File: src/rtl/tomasulo_types.sv
// Shared Tomasulo core types: ROB entry, CDB broadcast, commit bus and
// tag helpers. Imported by the reorder buffer and its lookup port.
package tomasulo_types;

    localparam int XLEN = 32;

    // A tag with bit 3 set means "no producer".
    localparam logic [3:0] TAG_INVALID = 4'b1000;

    typedef struct packed {
        logic            busy;
        logic            done;
        logic [4:0]      rd;
        logic [XLEN-1:0] data;
    } rob_entry_t;

    typedef struct packed {
        logic            valid;
        logic [3:0]      tag;
        logic [XLEN-1:0] data;
    } cdb_t;

    // Bus consumed unconditionally by the architectural register file.
    typedef struct packed {
        logic            valid;
        logic [3:0]      tag;
        logic [4:0]      rd;
        logic [XLEN-1:0] data;
    } commit_t;

    // True when the tag names a real entry of a ROB with 'depth' slots.
    function automatic logic tag_in_range(input logic [3:0] tag, input int depth);
        return (tag[3] == 1'b0) && (int'(tag[2:0]) < depth);
    endfunction

    // Advance a 3-bit ring pointer, wrapping at depth.
    function automatic logic [2:0] ptr_inc(input logic [2:0] ptr, input int depth);
        return (int'(ptr) == depth - 1) ? 3'd0 : ptr + 3'd1;
    endfunction

endpackage

File: src/rtl/rob_lookup.sv
// Operand-tag lookup port of the reorder buffer. Returns ready/data for a
// completed-but-uncommitted producer.
// Optional macro ROB_CDB_BYPASS_EN: also forward a same-cycle CDB broadcast.
module rob_lookup
    import tomasulo_types::*;
#(
    parameter int DEPTH = 8
) (
    input  logic [3:0]                  tag_i,
    input  rob_entry_t [DEPTH-1:0]      entries_i,
    input  cdb_t                        cdb_i,
    output logic                        rdy_o,
    output logic [XLEN-1:0]             data_o
);

    logic       tag_ok;
    rob_entry_t sel;

    assign tag_ok = tag_in_range(tag_i, DEPTH);
    assign sel    = entries_i[tag_i[2:0]];

    // Registered entry state first; the optional bypass overrides it.
    always_comb begin
        rdy_o  = 1'b0;
        data_o = '0;
        if (tag_ok && sel.busy) begin
            rdy_o  = sel.done;
            data_o = sel.data;
        end
`ifdef ROB_CDB_BYPASS_EN
        if (tag_ok && sel.busy && cdb_i.valid && (cdb_i.tag == tag_i)) begin
            rdy_o  = 1'b1;
            data_o = cdb_i.data;
        end
`endif
    end

    // The destination register is irrelevant to operand forwarding.
    logic unused_rd;
    assign unused_rd = ^sel.rd;

`ifndef ROB_CDB_BYPASS_EN
    // Without bypass the broadcast is only seen once it is registered.
    logic unused_cdb;
    assign unused_cdb = ^cdb_i;
`endif

endmodule

File: src/rtl/reorder_buffer.sv
// Circular reorder buffer for the Tomasulo core: allocates tags at issue,
// captures CDB results, retires in program order and serves operand lookups.
// Optional macro ROB_CDB_BYPASS_EN (in rob_lookup): same-cycle CDB forwarding.
// WIDTH must equal tomasulo_types::XLEN; DEPTH must be a power of two <= 8.
module reorder_buffer
    import tomasulo_types::*;
#(
    parameter int         DEPTH       = 8,
    parameter int         WIDTH       = 32,
    parameter logic [3:0] TAG_INVALID = tomasulo_types::TAG_INVALID
) (
    input  logic             clk,
    input  logic             rst,
    input  logic             flush,
    input  logic             alloc_valid,
    input  logic [4:0]       alloc_rd,
    output logic             alloc_ready,
    output logic [3:0]       alloc_tag,
    input  logic             cdb_valid,
    input  logic [3:0]       cdb_tag,
    input  logic [WIDTH-1:0] cdb_data,
    input  logic [3:0]       rs1_tag,
    input  logic [3:0]       rs2_tag,
    output logic             rs1_rdy,
    output logic             rs2_rdy,
    output logic [WIDTH-1:0] rs1_data,
    output logic [WIDTH-1:0] rs2_data,
    output logic             commit_valid,
    output logic [3:0]       commit_tag,
    output logic [4:0]       commit_rd,
    output logic [WIDTH-1:0] commit_data
);

    logic [2:0] head_q, head_d;
    logic [2:0] tail_q, tail_d;
    logic [3:0] count_q, count_d;

    rob_entry_t [DEPTH-1:0] entries;
    rob_entry_t             head_entry;
    cdb_t                   cdb_bus;
    commit_t                commit_bus;

    logic       alloc_fire;
    logic       commit_fire;
    logic       cdb_hit;
    logic [2:0] cdb_idx;

    // Readiness looks only at registered occupancy, so a full ROB refuses
    // alloc even in a cycle where it is committing.
    assign alloc_ready = (count_q != 4'(DEPTH));
    assign alloc_tag   = {1'b0, tail_q};
    assign alloc_fire  = alloc_valid && alloc_ready && !flush;

    assign cdb_bus.valid = cdb_valid;
    assign cdb_bus.tag   = cdb_tag;
    assign cdb_bus.data  = cdb_data;

    // A broadcast lands only on a busy entry named by a valid tag.
    assign cdb_idx = cdb_tag[2:0];
    assign cdb_hit = cdb_valid && (cdb_tag != TAG_INVALID) && tag_in_range(cdb_tag, DEPTH)
                     && entries[cdb_idx].busy;

    assign head_entry       = entries[head_q];
    assign commit_bus.valid = head_entry.busy && head_entry.done && !flush;
    assign commit_bus.tag   = {1'b0, head_q};
    assign commit_bus.rd    = commit_bus.valid ? head_entry.rd : 5'd0;
    assign commit_bus.data  = commit_bus.valid ? head_entry.data : '0;
    assign commit_fire      = commit_bus.valid;

    assign commit_valid = commit_bus.valid;
    assign commit_tag   = commit_bus.tag;
    assign commit_rd    = commit_bus.rd;
    assign commit_data  = commit_bus.data;

    // Per-entry state: flush wipes busy/done, otherwise CDB, commit and alloc
    // touch disjoint entries because a full ROB blocks alloc.
    for (genvar gi = 0; gi < DEPTH; gi++) begin : g_entry
        rob_entry_t ent_q, ent_d;

        // Next-state for this entry.
        always_comb begin
            ent_d = ent_q;
            if (flush) begin
                ent_d.busy = 1'b0;
                ent_d.done = 1'b0;
            end else begin
                if (cdb_hit && (cdb_idx == 3'(gi))) begin
                    ent_d.data = cdb_data;
                    ent_d.done = 1'b1;
                end
                if (commit_fire && (head_q == 3'(gi))) begin
                    ent_d.busy = 1'b0;
                    ent_d.done = 1'b0;
                end
                if (alloc_fire && (tail_q == 3'(gi))) begin
                    ent_d.busy = 1'b1;
                    ent_d.done = 1'b0;
                    ent_d.rd   = alloc_rd;
                end
            end
        end

        // Entry register; reset clears every field.
        always_ff @(posedge clk) begin
            if (rst) begin
                ent_q <= '0;
            end else begin
                ent_q <= ent_d;
            end
        end

        assign entries[gi] = ent_q;
    end

    // Pointer and occupancy next-state; flush returns the ring to empty.
    always_comb begin
        head_d  = head_q;
        tail_d  = tail_q;
        count_d = count_q;
        if (flush) begin
            head_d  = 3'd0;
            tail_d  = 3'd0;
            count_d = 4'd0;
        end else begin
            if (alloc_fire) begin
                tail_d = ptr_inc(tail_q, DEPTH);
            end
            if (commit_fire) begin
                head_d = ptr_inc(head_q, DEPTH);
            end
            case ({alloc_fire, commit_fire})
                2'b10:   count_d = count_q + 4'd1;
                2'b01:   count_d = count_q - 4'd1;
                default: count_d = count_q;
            endcase
        end
    end

    // Pointer and occupancy registers.
    always_ff @(posedge clk) begin
        if (rst) begin
            head_q  <= 3'd0;
            tail_q  <= 3'd0;
            count_q <= 4'd0;
        end else begin
            head_q  <= head_d;
            tail_q  <= tail_d;
            count_q <= count_d;
        end
    end

    rob_lookup #(
        .DEPTH(DEPTH)
    ) u_lookup_rs1 (
        .tag_i     (rs1_tag),
        .entries_i (entries),
        .cdb_i     (cdb_bus),
        .rdy_o     (rs1_rdy),
        .data_o    (rs1_data)
    );

    rob_lookup #(
        .DEPTH(DEPTH)
    ) u_lookup_rs2 (
        .tag_i     (rs2_tag),
        .entries_i (entries),
        .cdb_i     (cdb_bus),
        .rdy_o     (rs2_rdy),
        .data_o    (rs2_data)
    );

endmodule

File: config.mk
export PLATFORM = sky130hd
export DESIGN_NAME = reorder_buffer
export DESIGN_NICKNAME = d
export VERILOG_FILES = /design/src/rtl/tomasulo_types.sv /design/src/rtl/rob_lookup.sv /design/src/rtl/reorder_buffer.sv
export SDC_FILE = /design/constraint.sdc
export NUM_CORES = 1
export LEC_CHECK = 0
export ABC_AREA = 1
export CAP_MARGIN = 20
export CORE_ASPECT_RATIO = 0.9
export CORE_MARGIN = 2
export CORE_UTILIZATION = 45
export DETAILED_ROUTE_END_ITERATION = 10
export PLACE_DENSITY_LB_ADDON = 0.12
export SYNTH_ARGS = -nofsm -noshare
export SYNTH_HDL_FRONTEND = slang
export SYNTH_SLANG_ARGS = --single-unit
export TNS_END_PERCENT = 50
File: constraint.sdc
create_clock -name clk -period 3.8 [get_ports clk]
set_input_delay 0.95 -clock clk [delete_from_list [all_inputs] [get_ports clk]]
set_output_delay 0.95 -clock clk [all_outputs]
set_load 0.01 [all_outputs]
==> results of run 1 <==
[state kept, by name (all words and copies together), names as in the netlist]
| signal | cells |
|---|---|
| tail_q | 3 |
| head_q | 3 |
| entries | 312 |
| count_q | 4 |
[through the flow]
stage	setup slack [ps]	setup TNS [ps]	cell area [µm²]
floorplan	698.0	0	21000
global placement	110.3	0	23190
detailed placement	87.34	0	23190
CTS	36.47	0	24700
global route	-49.17	-93.62	24820
finish	64.06	0	24820
[cells in the final DEF, fill, tap and decap left out, types with 9 or more instances in the layout]
cell type,netlist,final
ha_1,15,15
clkinv_2,0,9
a21oi_1,464,464
clkbuf_16,0,42
buf_4,30,95
nand3_1,51,50
inv_1,222,218
dlymetal6s2s_1,0,31
clkdlybuf4s50_1,0,127
dfxtp_1,322,319
nor2_1,838,837
o21ai_0,435,435
o21ai_1,41,41
nand2_1,747,747
bufinv_16,0,9
buf_12,0,26
nand4_1,136,136
[logic make-up (layout without fill, tap and decap cells)]
group	after synthesis	in the layout
xor+xnor	3	3
fa+ha+maj	15	15
buf+inv	529	590
compound gates	940	940
simple gates	1796	1796
other cells	1	2
flops	322	322
[per-layer routing]
layer / part of all wire / vias up
li1: - / 11750
met4: 0.041 / 2
met5: 0.00018 / -
met1: 0.43 / 11090
met2: 0.44 / 1235
met3: 0.094 / 227
[worst paths after layout]
path	end	from	slack [ps]	cells after the start
max	commit_data[9]	head_q[1]	60	9
min	entries[112]	entries[112]	450	2
max reg2reg	count_q[2]	head_q[1]	1210	14
min reg2reg	entries[112]	entries[112]	450	2
[worst max-delay path: stages (launching register included)]
cell and delay [ps]:
dfxtp_2 360, buf_12 380, nand2_1 170, nand3_4 110
nand2_1 110, nor2_4 160, inv_2 90, buf_4 210
nor2_1 110, clkdlybuf4s50_1 550
[layout make-up]
type / count / area [µm²] / area share
clock inverters: 19 / 326.6 / 0.01316
flip-flops and latches: 322 / 6452 / 0.2599
inverters: 234 / 904.6 / 0.03644
repair buffers: 286 / 2968 / 0.1196
well taps: 616 / 770.7 / 0.03105
clock buffers: 51 / 1105 / 0.04451
multi-input cells: 2756 / 12300 / 0.4954
[power by group through the flow]
stage          registers, W  logic [W]  clock network, W
6_report            0.00343    0.00117           0.00424
5_1_grt             0.00344    0.00127           0.00443
4_1_cts             0.00343    0.00114           0.00427
3_5_place_dp        0.00351    0.00114                 0
3_3_place_gp        0.00351    0.00113                 0
2_1_floorplan       0.00350   0.000715                 0
[repair_timing]
action | 4_1_cts | 5_1_grt
endpoints found under the setup margin | 38 | 41
gates cloned | 1 | 0
resized for setup | 6 | 35
setup buffers | 2 | 3
==> flow_metrics.tcl, run 1 <==
set metrics [dict create \
    status "finished, final reports clean" \
    p_switching_w 0.002378 \
    num_io_pins 167 \
    core-area_mm2 0.04636 \
    met3_usage 0.04776 \
    groute.usage.overall 0.3180 \
    required_ps 2850 \
    worstSetupStartpointType "flip-flop" \
    dp_hpwl_mm 48.94 \
    holdBufCountCts 0 \
    grt_setup_unrepaired "yes" \
    netlist_top_cells_count "nor2_1, nand2_1, a21oi_1" \
    remaining_drc_errors 0 \
    synth.cell_area_mm2 0.02100 \
    clk_pin_slew_ps 60 \
    synth.yosys.seq_area_share 0.3070 \
    final-setup-viol-count 0 \
    grt_use_met2 0.4956 \
    finish.utilization 0.5355 \
    ys.flop_type "dfxtp_1" \
    timing_max_transition_violations_final 0 \
    vdd_drop_max_mv 0.3107 \
    syn_inst 3606 \
    final.setup_skew_ps 23.20 \
    fillCellCount 4757 \
    grt_pass1_vias 22930 \
    leakagePower_nw 10.60 \
    finalHoldWorstSlack_ps 446.2 \
    timing.slew.headroom 0.4446 \
    yosysWarningCount 0 \
    cell_internal_pwr_w 0.006462 \
    post_synth_fa_ha_maj_area_fraction 0.008938 \
    final_hold_viol_count 0 \
    power_switching_share 0.2690 \
    layout.cells.non_filler 4284 \
    tritoncts "yes" \
    h-tree-depth 2 \
    cp-end-kind "output pin" \
    post_synth_xor_xnor_area 0.001251 \
    grt.overflow.total 0 \
    antenna_cells_inserted 0 \
    wire_per_inst_um 18.51 \
    synth_seq_cells 322 \
    worstSetupPathType "reg -> out" \
    first_drt_pass_iteration_count 7 \
    pwr-share-clk 0.479 \
    numPortBuffers 164 \
    critical_path.max_fanout 72 \
    clk-insertion-delay-late_ps 560 \
    clockRootBuffer "clkbuf_16" \
    power.combinational.fraction 0.132 \
    drt-initial-drc-count 2730 \
    synth.most_common_cell "nor2_1" \
    synth_edf_count 0 \
    synth_top_family_by_area "simple AND/OR/NAND/NOR gates" \
    floorplan.rows 75 \
    worstMarginPinSlew_ps 833.1 \
    final_min_period_over_clock_period 0.9831 \
    routed_via_density 5.672 \
    grt_max_degree 100 \
    critPathArrivalTime_ps 2790 \
    post_synth_and_or_nand_nor_area_fraction 0.3494 \
    power_w 0.008840 \
    power-per-cell-area_mw_per_mm2 356.1 \
    rd_place_congestion 0.8630 \
    max_freq_ghz 0.2677 \
    area_enclosed_by_the_die_boundary_mm2 0.04841 \
    period_needed_ps 3736 \
    cts-buffers-inserted 39 \
    seqPwrFrac 0.388 \
    yosysTopAreaCell "dfxtp_1" \
    drive_above_1_share 0.06270 \
    globalRoute.busiestLayer "met2" \
    final_nets 3708 \
    tritoncts_num_sinks 322 \
    yosys.area.top_type_share 0.3070 \
    postSynth.asyncResetShare 0 \
    syn_avg_cell_area_um2 5.823 \
    drtAntennaViolNets 0 \
    die_h_um 208.9 \
    antenna_violations_before_repair 1 \
    grt.met1_usage 0.4338 \
    synth_area_leaders "dfxtp_1, nor2_1, nand2_1" \
    synth-compound-area-share 0.2240 \
    min-delay-path-class "reg -> reg" \
    post_synth_num_cell_types 31 \
    post-place-cells 4208 \
    chipWidth_um 231.7 \
    vias 24300 \
    first_pass_grt_wire_length_mm 123.6 \
    area_growth_pct 18.21 \
    starting_density_of_the_core 0.4530 \
    max-cap-violations 0 \
    cts_buffer_depth 3 \
    routed_wl_mm 79.29 \
    synth_mux_area_frac 0 \
]
(Power assumes the default switching activity.)
==> run 2, diff against run 1 <==
--- a/config.mk
+++ b/config.mk
@@ -10,6 +10,7 @@
 export CORE_ASPECT_RATIO = 0.9
 export CORE_MARGIN = 2
 export CORE_UTILIZATION = 45
+export CTS_CLUSTER_SIZE = 8
 export DETAILED_ROUTE_END_ITERATION = 10
 export PLACE_DENSITY_LB_ADDON = 0.12
 export SYNTH_ARGS = -nofsm -noshare
==> run 2 against run 1 <==
Net effect:
- count of clock-buffer cells in the layout stayed put
- clock power is 12% lower
- sequential power hardly changed
- first-iteration DRC count shrank 0.33%
- clock skew is 9.7 ps lower
- critical path depth did not move
- cell count decreased by 0.40%
- total power shrank 5.5%
- critical path type unchanged
- via count hardly changed
==> flow_metrics.tcl, run 2 (synthesis results as in run 1) <==
set metrics [dict create \
    drtAntennaViolNets 0 \
    rd_place_congestion 0.8630 \
    antenna_cells_inserted 0 \
    grt_max_degree 100 \
    vias 24320 \
    tritoncts_num_sinks 322 \
    routed_via_density 5.700 \
    power_w 0.008351 \
    final.setup_skew_ps 13.50 \
    period_needed_ps 3715 \
    met3_length_mm 7.990 \
    vdd_drop_max_mv 0.2778 \
    area_enclosed_by_the_die_boundary_mm2 0.04841 \
    critPathArrivalTime_ps 2770 \
    core-area_mm2 0.04636 \
    flip_flop_count_of_the_largest_register_all_copies_and_words_added 312 \
    regArea_mm2 0.006452 \
    dpl-instance-area_mm2 0.02319 \
    h-tree-depth 2 \
    die_h_um 208.9 \
    wire_per_inst_um 18.69 \
    tritoncts "yes" \
    clk_pin_slew_ps 50 \
    min-delay-path-class "reg -> reg" \
    first_drt_pass_iteration_count 6 \
    cts-buffers-inserted 46 \
    groute.usage.overall 0.3195 \
    timing_max_transition_violations_final 0 \
    drive_above_1_share 0.05944 \
    power-per-cell-area_mw_per_mm2 338.7 \
    clk-insertion-delay-late_ps 590 \
    max_freq_ghz 0.2691 \
    met1Wirelength_mm 33.64 \
    highest-signal-layer "met5" \
    timing.slew.headroom 0.4269 \
    multi_input_area_mm2 0.01230 \
    chipWidth_um 231.7 \
    final_hold_viol_count 0 \
    routed-wl-met2_mm 35.20 \
    cp-end-kind "output pin" \
    num_io_pins 167 \
    starting_density_of_the_core 0.4530 \
    leakagePower_nw 10.54 \
    routed_wl_mm 79.76 \
    worstMarginPinSlew_ps 859.7 \
    final_cell_area_mm2 0.02465 \
    fillCellCount 4755 \
    status "finished, final reports clean" \
    most-common-layout-cells "nor2_1, nand2_1, a21oi_1, o21ai_0, dfxtp_1" \
    dp_worst_setup_slack_ps 87.34 \
    layout.cells.most_common "nor2_1" \
    remaining_drc_errors 0 \
    final_min_period_over_clock_period 0.9778 \
    numPortBuffers 164 \
    clockRootBuffer "clkbuf_16" \
    dp_hpwl_mm 48.94 \
    worstSetupStartpointType "flip-flop" \
    grt_pass1_vias 23030 \
    antenna_violations_before_repair 2 \
    max-cap-violations 0 \
    setup_slack_after_layout_ps 84.55 \
    first_pass_grt_wire_length_mm 124.0 \
    floorplan.rows 75 \
    worstSetupPathType "reg -> out" \
    cts_buffer_depth 3 \
    required_ps 2850 \
    area_growth_pct 17.40 \
    final-setup-viol-count 0 \
    final.setup.tns_ps 0 \
    critical_path.max_fanout 36 \
    finalHoldWorstSlack_ps 444.2 \
    drt-initial-drc-count 2721 \
    final_nets 3714 \
    grt_setup_unrepaired "yes" \
    grt.overflow.total 0 \
]
run 2: area by class of cell:
type                       count  share of cell area
clock buffer                  51             0.04827
clock inverter                 3            0.001370
inverter                     234             0.03680
multi-input combinational   2756              0.4988
sequential                   322              0.2617
tap                          616             0.03126
timing repair buffer         285              0.1218
run 2: per-layer routing:
| metal | track usage | vias up |
|---|---|---|
| li1 | - | 11730 |
| met1 | 0.4319 | 11090 |
| met2 | 0.5008 | 1289 |
| met3 | 0.05090 | 205 |
| met4 | 0.1428 | 4 |
| met5 | 0 | - |
run 2: per-stage QoR:
step / utilization / std cells
finish: 0.5318 / 4267
global route: 0.5318 / 4267
CTS: 0.5286 / 4266
detailed placement: 0.5002 / 4208
global placement: 0.5002 / 4208
floorplan: - / 3607
run 2: what timing repair did:
action / in CTS / in global routing
buffers inserted: 3 / 0
hold buffers: 0 / 0
endpoints found under the setup margin: 38 / 41
cloned: 1 / 1
gates resized for setup: 6 / 42
endpoints found under the hold margin: 0 / 0
run 2: power breakdown:
group,switching [W],internal (W),total [W]
Combinational,0.000779,0.000391,0.00117
Clock,0.00156,0.00218,0.00374
Sequential,0.0000239,0.00341,0.00344
Total,0.00237,0.00599,0.00835
run 2: worst paths after layout:
path | from | endpoint | slack (ps) | depth (start not counted)
setup / recovery | head_q[1] | commit_rd[3] | 80 | 9
hold / removal | entries[268] | entries[268] | 440 | 2
setup reg to reg | head_q[1] | count_q[2] | 1250 | 14
hold reg to reg | entries[268] | entries[268] | 440 | 2
run 2: critical path, stage by stage (launching register included):
cell	delay, ps
dfxtp_2	480
buf_16	280
nand2_1	140
nand3_4	100
nand2_1	110
nor2_4	150
inv_2	90
buf_12	160
nor2_1	110
clkdlybuf4s50_1	540
